<file path="src/rtl/mem_arbiter.sv">
// rtl/mem_arbiter.sv - two-port I/D arbiter in front of the shared block data memory
// Optional build macro: MEM_ARB_DPORT_PRIORITY_EN (port D wins every tie; default is round-robin)
module mem_arbiter #(
  parameter int ADDR_W = 6,
  parameter int DATA_W = 32
) (
  input  logic              CLK,
  input  logic              RESET,
  input  logic              i_read,
  input  logic [ADDR_W-1:0] i_address,
  output logic [DATA_W-1:0] i_readdata,
  output logic              i_busywait,
  input  logic              d_read,
  input  logic              d_write,
  input  logic [ADDR_W-1:0] d_address,
  input  logic [DATA_W-1:0] d_writedata,
  output logic [DATA_W-1:0] d_readdata,
  output logic              d_busywait,
  output logic              mem_read,
  output logic              mem_write,
  output logic [ADDR_W-1:0] mem_address,
  output logic [DATA_W-1:0] mem_writedata,
  input  logic [DATA_W-1:0] mem_readdata,
  input  logic              mem_busywait,
  output logic [1:0]        grant
);

  typedef enum logic [2:0] {
    IDLE   = 3'd0,
    BUSY_I = 3'd1,
    BUSY_D = 3'd2,
    REL_I  = 3'd3,
    REL_D  = 3'd4
  } state_t;

  state_t state_q;
  state_t state_d;
  logic   first_q;
  logic   req_i;
  logic   req_d;
  logic   pick_d;
  logic   done;

  assign req_i = i_read;
  assign req_d = d_read | d_write;

  // The memory may not have raised its busywait yet during our first BUSY cycle,
  // so completion is only trusted once that cycle has passed.
  assign done = ~first_q & ~mem_busywait;

  assign i_busywait = req_i & (state_q != REL_I);
  assign d_busywait = req_d & (state_q != REL_D);

`ifdef MEM_ARB_DPORT_PRIORITY_EN
  assign pick_d = req_d;
`else
  logic last_d_q;

  assign pick_d = req_d & (~req_i | ~last_d_q);

  // Remember which port finished last so a tie goes to the other one.
  always_ff @(posedge CLK) begin
    if (RESET) begin
      last_d_q <= 1'b1;
    end else if (state_q == BUSY_I && done) begin
      last_d_q <= 1'b0;
    end else if (state_q == BUSY_D && done) begin
      last_d_q <= 1'b1;
    end
  end
`endif

  // State register.
  always_ff @(posedge CLK) begin
    if (RESET) begin
      state_q <= IDLE;
    end else begin
      state_q <= state_d;
    end
  end

  // Next-state: arbitrate in IDLE, wait for memory in BUSY, one release cycle.
  always_comb begin
    state_d = state_q;
    case (state_q)
      IDLE: begin
        if (req_i | req_d) begin
          state_d = pick_d ? BUSY_D : BUSY_I;
        end
      end
      BUSY_I: begin
        if (done) begin
          state_d = REL_I;
        end
      end
      BUSY_D: begin
        if (done) begin
          state_d = REL_D;
        end
      end
      REL_I:   state_d = IDLE;
      REL_D:   state_d = IDLE;
      default: state_d = IDLE;
    endcase
  end

  // Memory-side strobes, captured request, grant and per-port read data.
  always_ff @(posedge CLK) begin
    if (RESET) begin
      first_q       <= 1'b0;
      mem_read      <= 1'b0;
      mem_write     <= 1'b0;
      mem_address   <= '0;
      mem_writedata <= '0;
      i_readdata    <= '0;
      d_readdata    <= '0;
      grant         <= 2'b00;
    end else begin
      case (state_q)
        IDLE: begin
          if (req_i | req_d) begin
            first_q <= 1'b1;
            if (pick_d) begin
              mem_write     <= d_write;
              mem_read      <= ~d_write;
              mem_address   <= d_address;
              mem_writedata <= d_writedata;
              grant         <= 2'b10;
            end else begin
              mem_write   <= 1'b0;
              mem_read    <= 1'b1;
              mem_address <= i_address;
              grant       <= 2'b01;
            end
          end
        end
        BUSY_I, BUSY_D: begin
          first_q <= 1'b0;
          if (done) begin
            if (mem_read) begin
              if (state_q == BUSY_I) begin
                i_readdata <= mem_readdata;
              end else begin
                d_readdata <= mem_readdata;
              end
            end
            mem_read  <= 1'b0;
            mem_write <= 1'b0;
          end
        end
        REL_I, REL_D: begin
          grant <= 2'b00;
        end
        default: begin
          grant <= 2'b00;
        end
      endcase
    end
  end

endmodule

</file>
<file path="config.mk">
export PLATFORM = sky130hd
export DESIGN_NAME = mem_arbiter
export DESIGN_NICKNAME = d
export VERILOG_FILES = /design/src/rtl/mem_arbiter.sv
export SDC_FILE = /design/constraint.sdc
export NUM_CORES = 1
export LEC_CHECK = 0
export ABC_AREA = 1
export BUFFER_PORTS_ARGS = -buffer_cell sky130_fd_sc_hd__buf_2
export CORE_AREA = 2 2 112 114
export DETAILED_ROUTE_END_ITERATION = 6
export DIE_AREA = 0 0 114 116
export GPL_ROUTABILITY_DRIVEN = 0
export PLACE_DENSITY = 0.75
export RECOVER_POWER = 50
export SLEW_MARGIN = 20
export SYNTH_ARGS = -nofsm -noshare
export SYNTH_HDL_FRONTEND = slang
export SYNTH_SLANG_ARGS = --single-unit
</file>
<file path="constraint.sdc">
create_clock -name CLK -period 1.35 [get_ports CLK]
set_clock_uncertainty 0.2 [all_clocks]
set_input_delay 0.2025 -clock CLK [delete_from_list [all_inputs] [get_ports CLK]]
set_output_delay 0.2025 -clock CLK [all_outputs]
set_load 0.02 [all_outputs]
</file>
Yosys cells after proc, flatten, opt, wreduce, memory -nomap -nowiden
Index checks and enable logic that the tools add are counted.
W data, S select, Z words.
Storage, ports and cells
  register bits: 111
  input port bits: 82
Operators by class
  equal/unequal tests: 8
  mux-type cells: 20
  bitwise operators: 14
  reduce and logical (&&, ||, !) cells: 14
Operators by type and width (number)
  $mux W3: 3
  $pmux W3 S3: 1
  $reduce_and A3 Y1: 3
  $mux W1: 8
  $ne A2 B2 Y1 const B: 4
  $reduce_and A4 Y1: 2
  $not A1 Y1: 7
  $mux W2: 3
  $mux W6: 1
  $pmux W1 S2: 3
  $reduce_and A2 Y1: 3
  $and A1 B1 Y1: 4
  $pmux W2 S2: 1
  $reduce_bool A2 Y1: 2
  $eq A3 B1 Y1 const B: 1
  $eq A3 B2 Y1 const B: 1
  $logic_not A3 Y1: 1
  $ne A3 B2 Y1 const B: 1
  $ne A3 B3 Y1 const B: 1
  $or A1 B1 Y1: 3
  $logic_and A1 B1 Y1: 2
  $reduce_or A2 Y1: 1

Longest topological paths before layout
Gate-level depths: netlist of the first run.
  depth in word-level cells: 6
  gate-level depth with buffers: 9
  gate-level depth less buffers: 7

Least setup slack after synthesis of the first run
OpenSTA, ideal clock, no wires.
  path kind: flip-flop to flip-flop
  start point: register state_q[1]
  end point: register i_readdata[10]
  setup time: 0.116 ns
  arrival: 1.150 ns
  required time: 1.034 ns
  path slack: -0.116 ns
  cell stages (with the launch flop): 7
  path buffers: 2
  clock period less this slack: 1.466 ns
  cells stage by stage: dfxtp_1 -> buf_6 -> nor3_2 -> nand3_2 -> clkbuf_1 -> o21ai_0 -> nor2_1
Between the ends
  longest elaborated chain between the ends: 3
  elaborated cells on any way between the ends: 4
Ends and longest elaborated chain
  start, declared: RTL line 36  | state_t state_q;
  start signal, assigned: RTL line 78  | state_q <= state_d;
  $eq A3 B1 Y1 / $eq A3 B2 Y1 (equally long branches): RTL line 119, 141
  $reduce_or A2 Y1: RTL line 119  | case (state_q)
  $reduce_and A4 Y1 (no source line) *
  end signal, assigned: RTL line 142  | i_readdata <= mem_readdata;
  end, declared: RTL line 11  | output logic [DATA_W-1:0] i_readdata,
Every way passes the cells marked *; elsewhere a longest branch is shown, timed or not.
A chain may end at the register's enable or synchronous reset.

Final worst setup path of the first run
  start point: register state_q[1]
  end point: output port d_busywait
Between the ends
  longest elaborated chain between the ends: 2
Ends and longest elaborated chain
  $ne A3 B3 Y1: RTL line 52  | assign d_busywait = req_d & (state_q != REL_D);
  $and A1 B1 Y1: RTL line 52
  end, declared: RTL line 18  | output logic d_busywait,
No other way between the ends.

==> results of run 1 <==
## final cells by class
| type | instances | share of cell area [%] |
|---|---|---|
| clock buffers | 12 | 3.28 |
| multi-input cells | 381 | 29.2 |
| repair buffers | 320 | 32.5 |
| inverters | 15 | 1.12 |
| repair inverters | 3 | 1.20 |
| well taps | 147 | 2.45 |
| flip-flops and latches | 111 | 29.7 |
| clock inverters | 3 | 0.583 |
## critical path: stages, from the launching register on
cell and delay (ns):
dfxtp_2 0.36, buf_6 0.12, nor2_4 0.04, buf_6 0.11, a21oi_4 0.15, buf_6 0.13
## synthesized netlist by cell type
cell type	number	area, um^2
o21ai_1	2	10.0
a21oi_1	47	235
nand3_1	35	175
nand2_1	85	319
nand4_1	1	6.26
o21ai_0	65	325
a31oi_1	1	6.26
clkbuf_8	1	13.8
buf_2	8	40.0
nand2_2	1	6.26
nor3_2	1	10.0
o21ai_4	1	16.3
clkbuf_2	3	15.0
nand3_2	1	10.0
clkinv_2	1	5.00
nor2_2	3	18.8
buf_6	7	78.8
inv_2	6	22.5
nand2_4	1	11.3
nor2_1	137	514
clkbuf_1	16	60.1
inv_1	8	30.0
dfxtp_1	111	2220
## routing by layer
layer  routed length (um)  vias up  global-route usage, %
li1                     -     2356                      -
met1                 5900     2195                   23.4
met2                 7800      183                   36.9
met3                  916       38                   5.54
met4                  406        0                   9.59
met5                    0        -                      0
## how the worst max path moves through the flow
stage                     startpoint  cells past startpoint           endpoint  slack [ns]
after global placement    state_q[1]                      5      i_readdata[7]       -0.18
after floorplan           state_q[1]                      6     i_readdata[10]       -0.06
after detailed placement  state_q[1]                      8  mem_writedata[20]       -0.22
final                     state_q[1]                      5         d_busywait       -0.31
after CTS                 state_q[1]                      4         i_busywait       -0.27
after global routing      state_q[1]                      7     i_readdata[12]       -0.39
## stage by stage
stage / total power, uW / TNS, ns / setup slack [ns]
after floorplan: 6390 / -4.70 / -0.0621
after CTS: 11700 / -19.52 / -0.271
after global routing: 13100 / -32.35 / -0.395
after global placement: 7570 / -14.64 / -0.177
final: 12400 / -23.05 / -0.309
after detailed placement: 7620 / -15.88 / -0.222
## cells by family (layout without fill, tap and decap cells)
logic type | after synthesis | count (layout) | synth area share (%)
compound gates | 116 | 116 | 14.3
buf+inv | 50 | 353 | 6.39
simple gates | 265 | 265 | 25.8
flops | 111 | 111 | 53.5
## flip-flops by register name, indices dropped and copies added, names as in the netlist, 2 cells and up
signal         count
d_readdata        32
state_q            3
mem_address        6
grant              2
mem_writedata     32
i_readdata        32
## power by group through the flow
stage          Combinational, uW  Clock, uW  Sequential (uW)
2_1_floorplan               1710          0             4670
3_3_place_gp                3480          0             4090
3_5_place_dp                3520          0             4100
4_1_cts                     4900       2670             4100
5_1_grt                     6040       2810             4220
6_report                    5640       2620             4170
## timing repair
item,CTS,global route
setup buffers,9,10
hold buffers,74,0
gates resized for setup,131,103
pin swaps,25,36
endpoints found under the setup margin,113,121
endpoints found under the hold margin,102,0
cloned,7,2
==> out/results.txt, run 1 <==
Non-Filler Instances -> 992
P_int -> 7770 uW
HP Class -> in2reg
Area grow syn2layout -> 81.0%
Fin. Hold Viols -> 0
Vias in the first global route -> 4642
Layout cells sized above 1 -> 45.6%
Hold Crit Endpoint -> mem_address[1]
Initial Util -> 34.9%
Violated checks -> setup timing
RR Startpoint -> state_q[1]
Diode count -> 0
Sw frac -> 37.4%
Final ANT Viol Nets -> 0
Mapped Nets -> 624
Worst-skew pair later-pin latency -> 0.34 ns
DRT iter0 DRCs -> 383
CP startpoint kind -> flip-flop
Drt drc -> 0
CP Max Fanout -> 4
Sequential share of the synthesized area -> 53.5%
Arrival @ worst endpoint -> 1.26 ns
Max frequency -> 0.603 GHz
Final worst slack -> -0.309 ns
Kind of critical path -> reg2out
Die Width -> 114 um
Fin. max-slew vios -> 0
Final nets -> 923
IR drop worst, VDD -> 0.854 mV
Die ar. -> 13200 um^2
FF/Latch Area -> 2230 um^2
Worst r2r dst -> i_readdata[12]
Wire per inst -> 15.1 um
Final setup vio count -> 113
Die span in y -> 116 um
Initial antenna violation count -> 0
Largest net degree at the start of global routing -> 51
Required time of the critical path -> 0.95 ns
Hold Crit Start -> i_address[1]
Worst Max-Slew Pin Slew -> 0.301 ns
Worst-path clk slew -> 0.07 ns
Critical path endpoint category -> primary output
GRT Util Overall -> 20.8%
Placed wire-length estimate -> 8300 um
Fill count -> 946
Flop pwr share -> 33.5%
RSZ-0062 raised after global routing -> yes
Hold WS -> 0.0155 ns
# IOs -> 190
Relative slew slack -> 79.9%
Root Buffer Master -> clkbuf_16
Util after Layout -> 63.1%
Yosys reg bits -> 111
Mean post-synth cell area -> 7.66 um^2
Yosys cell types -> 23
Number of cell rows -> 40
Cts bufs inserted -> 9
Commonest non-fill, non-tap cells in the layout -> buf_2, dfxtp_1, nor2_1
Switching power -> 4650 uW
Deepest clock path buffer count -> 2
Cells after DPL -> 881
Final worst-path cycle share -> 123%
Pleak -> 0.00336 uW
Area of the multi-input gates -> 2190 um^2
Status -> finished, violations left
Overflow after GRT -> 0
H-tree depth -> 3
DR vias -> 4772
DP Area -> 5490 um^2
First-pass DRT Iterations -> 6
Vias/cell -> 4.81
R2R cell count -> 7
Hold-critical path depth -> 5
Pwr dens -> 1650 nW/um^2
Max cap viols -> 0
Synth Instances -> 542
Post-Layout Inst Area -> 7520 um^2
Final min period -> 1.66 ns
Most common cell after layout, fill and taps aside -> buf_2
TritonCTS clock tree -> done
Reg-to-reg setup timing slack -> -0.31 ns
Port Buffers -> 189
Synth warn -> 0
First-pass GRT wire length -> 21900 um
Clock sinks -> 111
Final WL -> 15000 um
Clk network pwr share -> 21.1%
Post-synthesis cell area -> 4150 um^2
Core ar. -> 11900 um^2
Power share of the combinational group -> 45.4%
Power figures use the tool's default switching activity.
==> run 2: changes to the inputs <==
==> constraint.sdc (replaced) <==
create_clock -name CLK -period 1.35 [get_ports CLK]
set_clock_uncertainty 0.2 [all_clocks]
set_input_delay 0 -clock CLK [delete_from_list [all_inputs] [get_ports CLK]]
set_output_delay 0 -clock CLK [all_outputs]
set_load 0.02 [all_outputs]
==> out/results.txt, run 2 (synthesis gave the netlist of run 1 again) <==
Status -> finished, violations left
Violated checks -> hold timing, setup timing
Critical path's slowest cell -> dfxtp_4
CP peak stage delay -> 0.39 ns
Power share of the combinational group -> 38.1%
DR vias -> 4713
Final worst slack -> -0.190 ns
HP Class -> in2reg
Die span in y -> 116 um
Worst-path clk slew -> 0.07 ns
Number of cell rows -> 40
Final ANT Viol Nets -> 0
Layout cells sized above 1 -> 32.0%
Sw frac -> 36.8%
Relative slew slack -> 64.9%
RR Startpoint -> state_q[0]
Hold Crit Endpoint -> mem_read
Required time of the critical path -> 1.43 ns
Area grow syn2layout -> 65.7%
Cells after DPL -> 876
Root Buffer Master -> clkbuf_16
Most common cell after layout, fill and taps aside -> buf_2
First-pass DRT Iterations -> 5
Final min period -> 1.54 ns
Worst Max-Slew Pin Slew -> 0.526 ns
Hold-critical path depth -> 5
# IOs -> 190
Fill count -> 1036
Final worst-path cycle share -> 114%
Overflow after GRT -> 0
Fin. max-slew vios -> 0
Final WL -> 14200 um
IR drop worst, VDD -> 0.792 mV
Non-Filler Instances -> 979
DRT iter0 DRCs -> 369
Flop pwr share -> 37.3%
Clock sinks -> 111
Final setup vio count -> 111
CP startpoint kind -> flip-flop
Total Neg Setup Slack -> -12.31 ns
Port Buffers -> 189
RSZ-0062 raised after global routing -> yes
Critical path endpoint category -> flip-flop
Worst r2r dst -> i_readdata[23]
Fin. Hold Viols -> 2
Cts bufs inserted -> 9
Wire per inst -> 14.5 um
Hold Crit Start -> i_read
Clk network pwr share -> 24.6%
Worst path cell trace -> inv_4 > nor3_4 > nand3_4 > inv_6 > clkbuf_16 > nor2_1 > nor2_1
TritonCTS clock tree -> done
Diode count -> 0
Final nets -> 909
Hold WS -> -0.0882 ns
H-tree depth -> 3
Initial antenna violation count -> 0
Die ar. -> 13200 um^2
Pwr dens -> 1590 nW/um^2
Kind of critical path -> reg2reg
Placed wire-length estimate -> 8400 um
Tot Pwr -> 11000 uW
Drt drc -> 0
Max cap viols -> 0
R2R cell count -> 7
Pleak -> 0.00297 uW
Arrival @ worst endpoint -> 1.62 ns
Vias in the first global route -> 4557
Die Width -> 114 um
Hold-fix buffers, CTS -> 79
Biggest regs -> d_readdata (32), i_readdata (32), mem_writedata (32)
P_int -> 6930 uW
Core ar. -> 11900 um^2
CP Max Fanout -> 6
Reg-to-reg setup timing slack -> -0.19 ns
Worst-skew pair later-pin latency -> 0.34 ns
Vias/cell -> 4.81
Largest net degree at the start of global routing -> 46
Most frequent CP cell -> nor2_1
Switching power -> 4030 uW
Initial Util -> 34.9%
Max frequency -> 0.650 GHz
Commonest non-fill, non-tap cells in the layout -> buf_2, nor2_1, dfxtp_1
First-pass GRT wire length -> 21800 um
GRT Util Overall -> 20.5%
Deepest clock path buffer count -> 2
Util after Layout -> 57.7%
[run 2: timing repair]
action,in CTS,in global routing
cloned,4,2
buffers inserted,1,1
endpoints found under the setup margin,112,114
hold endpoints to repair,105,2
pin swaps,4,10
gates resized for setup,80,38
[run 2: layout make-up]
class                           instances  area, um^2  area share, %
Clock buffer                           11         243           3.53
Sequential cell                       111        2230           32.5
Clock inverter                          5        56.3          0.819
Multi-Input combinational cell        381        1930           28.1
Inverter                               15        81.3           1.18
Tap cell                              147         184           2.67
Timing Repair Buffer                  309        2150           31.2
[run 2: worst max path at each step]
stage	end	slack (ns)	cells after the start	from
final	i_readdata[23]	-0.19	7	state_q[0]
after global routing	i_readdata[19]	-0.26	7	state_q[0]
after CTS	d_busywait	-0.14	5	state_q[1]
after detailed placement	mem_writedata[9]	-0.26	8	state_q[1]
after global placement	mem_writedata[2]	-0.19	8	state_q[1]
after floorplan	i_readdata[10]	-0.06	6	state_q[1]
[run 2: metrics by stage]
stage | setup slack (ns) | instance area, um^2
6_report | -0.190 | 6880
4_1_cts | -0.141 | 6800
3_5_place_dp | -0.260 | 5440
3_3_place_gp | -0.194 | 5440
2_1_floorplan | -0.0621 | 4220
5_1_grt | -0.261 | 6880
[run 2: routing by layer]
layer	global-route usage (%)	part of all wire, %	up-vias
met3	4.92	6.4	36
met5	0	0	-
met4	8.94	2.5	0
met1	23.9	41	2150
li1	-	-	2330
met2	36.0	50	197
[run 2: critical path, delay by kind of cell, from the launching register on]
| kind | cells | cell delay, ns |
|---|---|---|
| simple gates | 4 | 0.50 |
| flops | 1 | 0.39 |
| buf+inv | 3 | 0.38 |
[run 2: power by group through the flow]
stage | Sequential (uW) | Clock [uW] | Combinational [uW]
after floorplan | 4670 | 0 | 1710
after global placement | 4110 | 0 | 3400
after detailed placement | 4120 | 0 | 3450
after CTS | 4060 | 2750 | 4040
after global routing | 4150 | 2870 | 4550
final | 4090 | 2700 | 4170
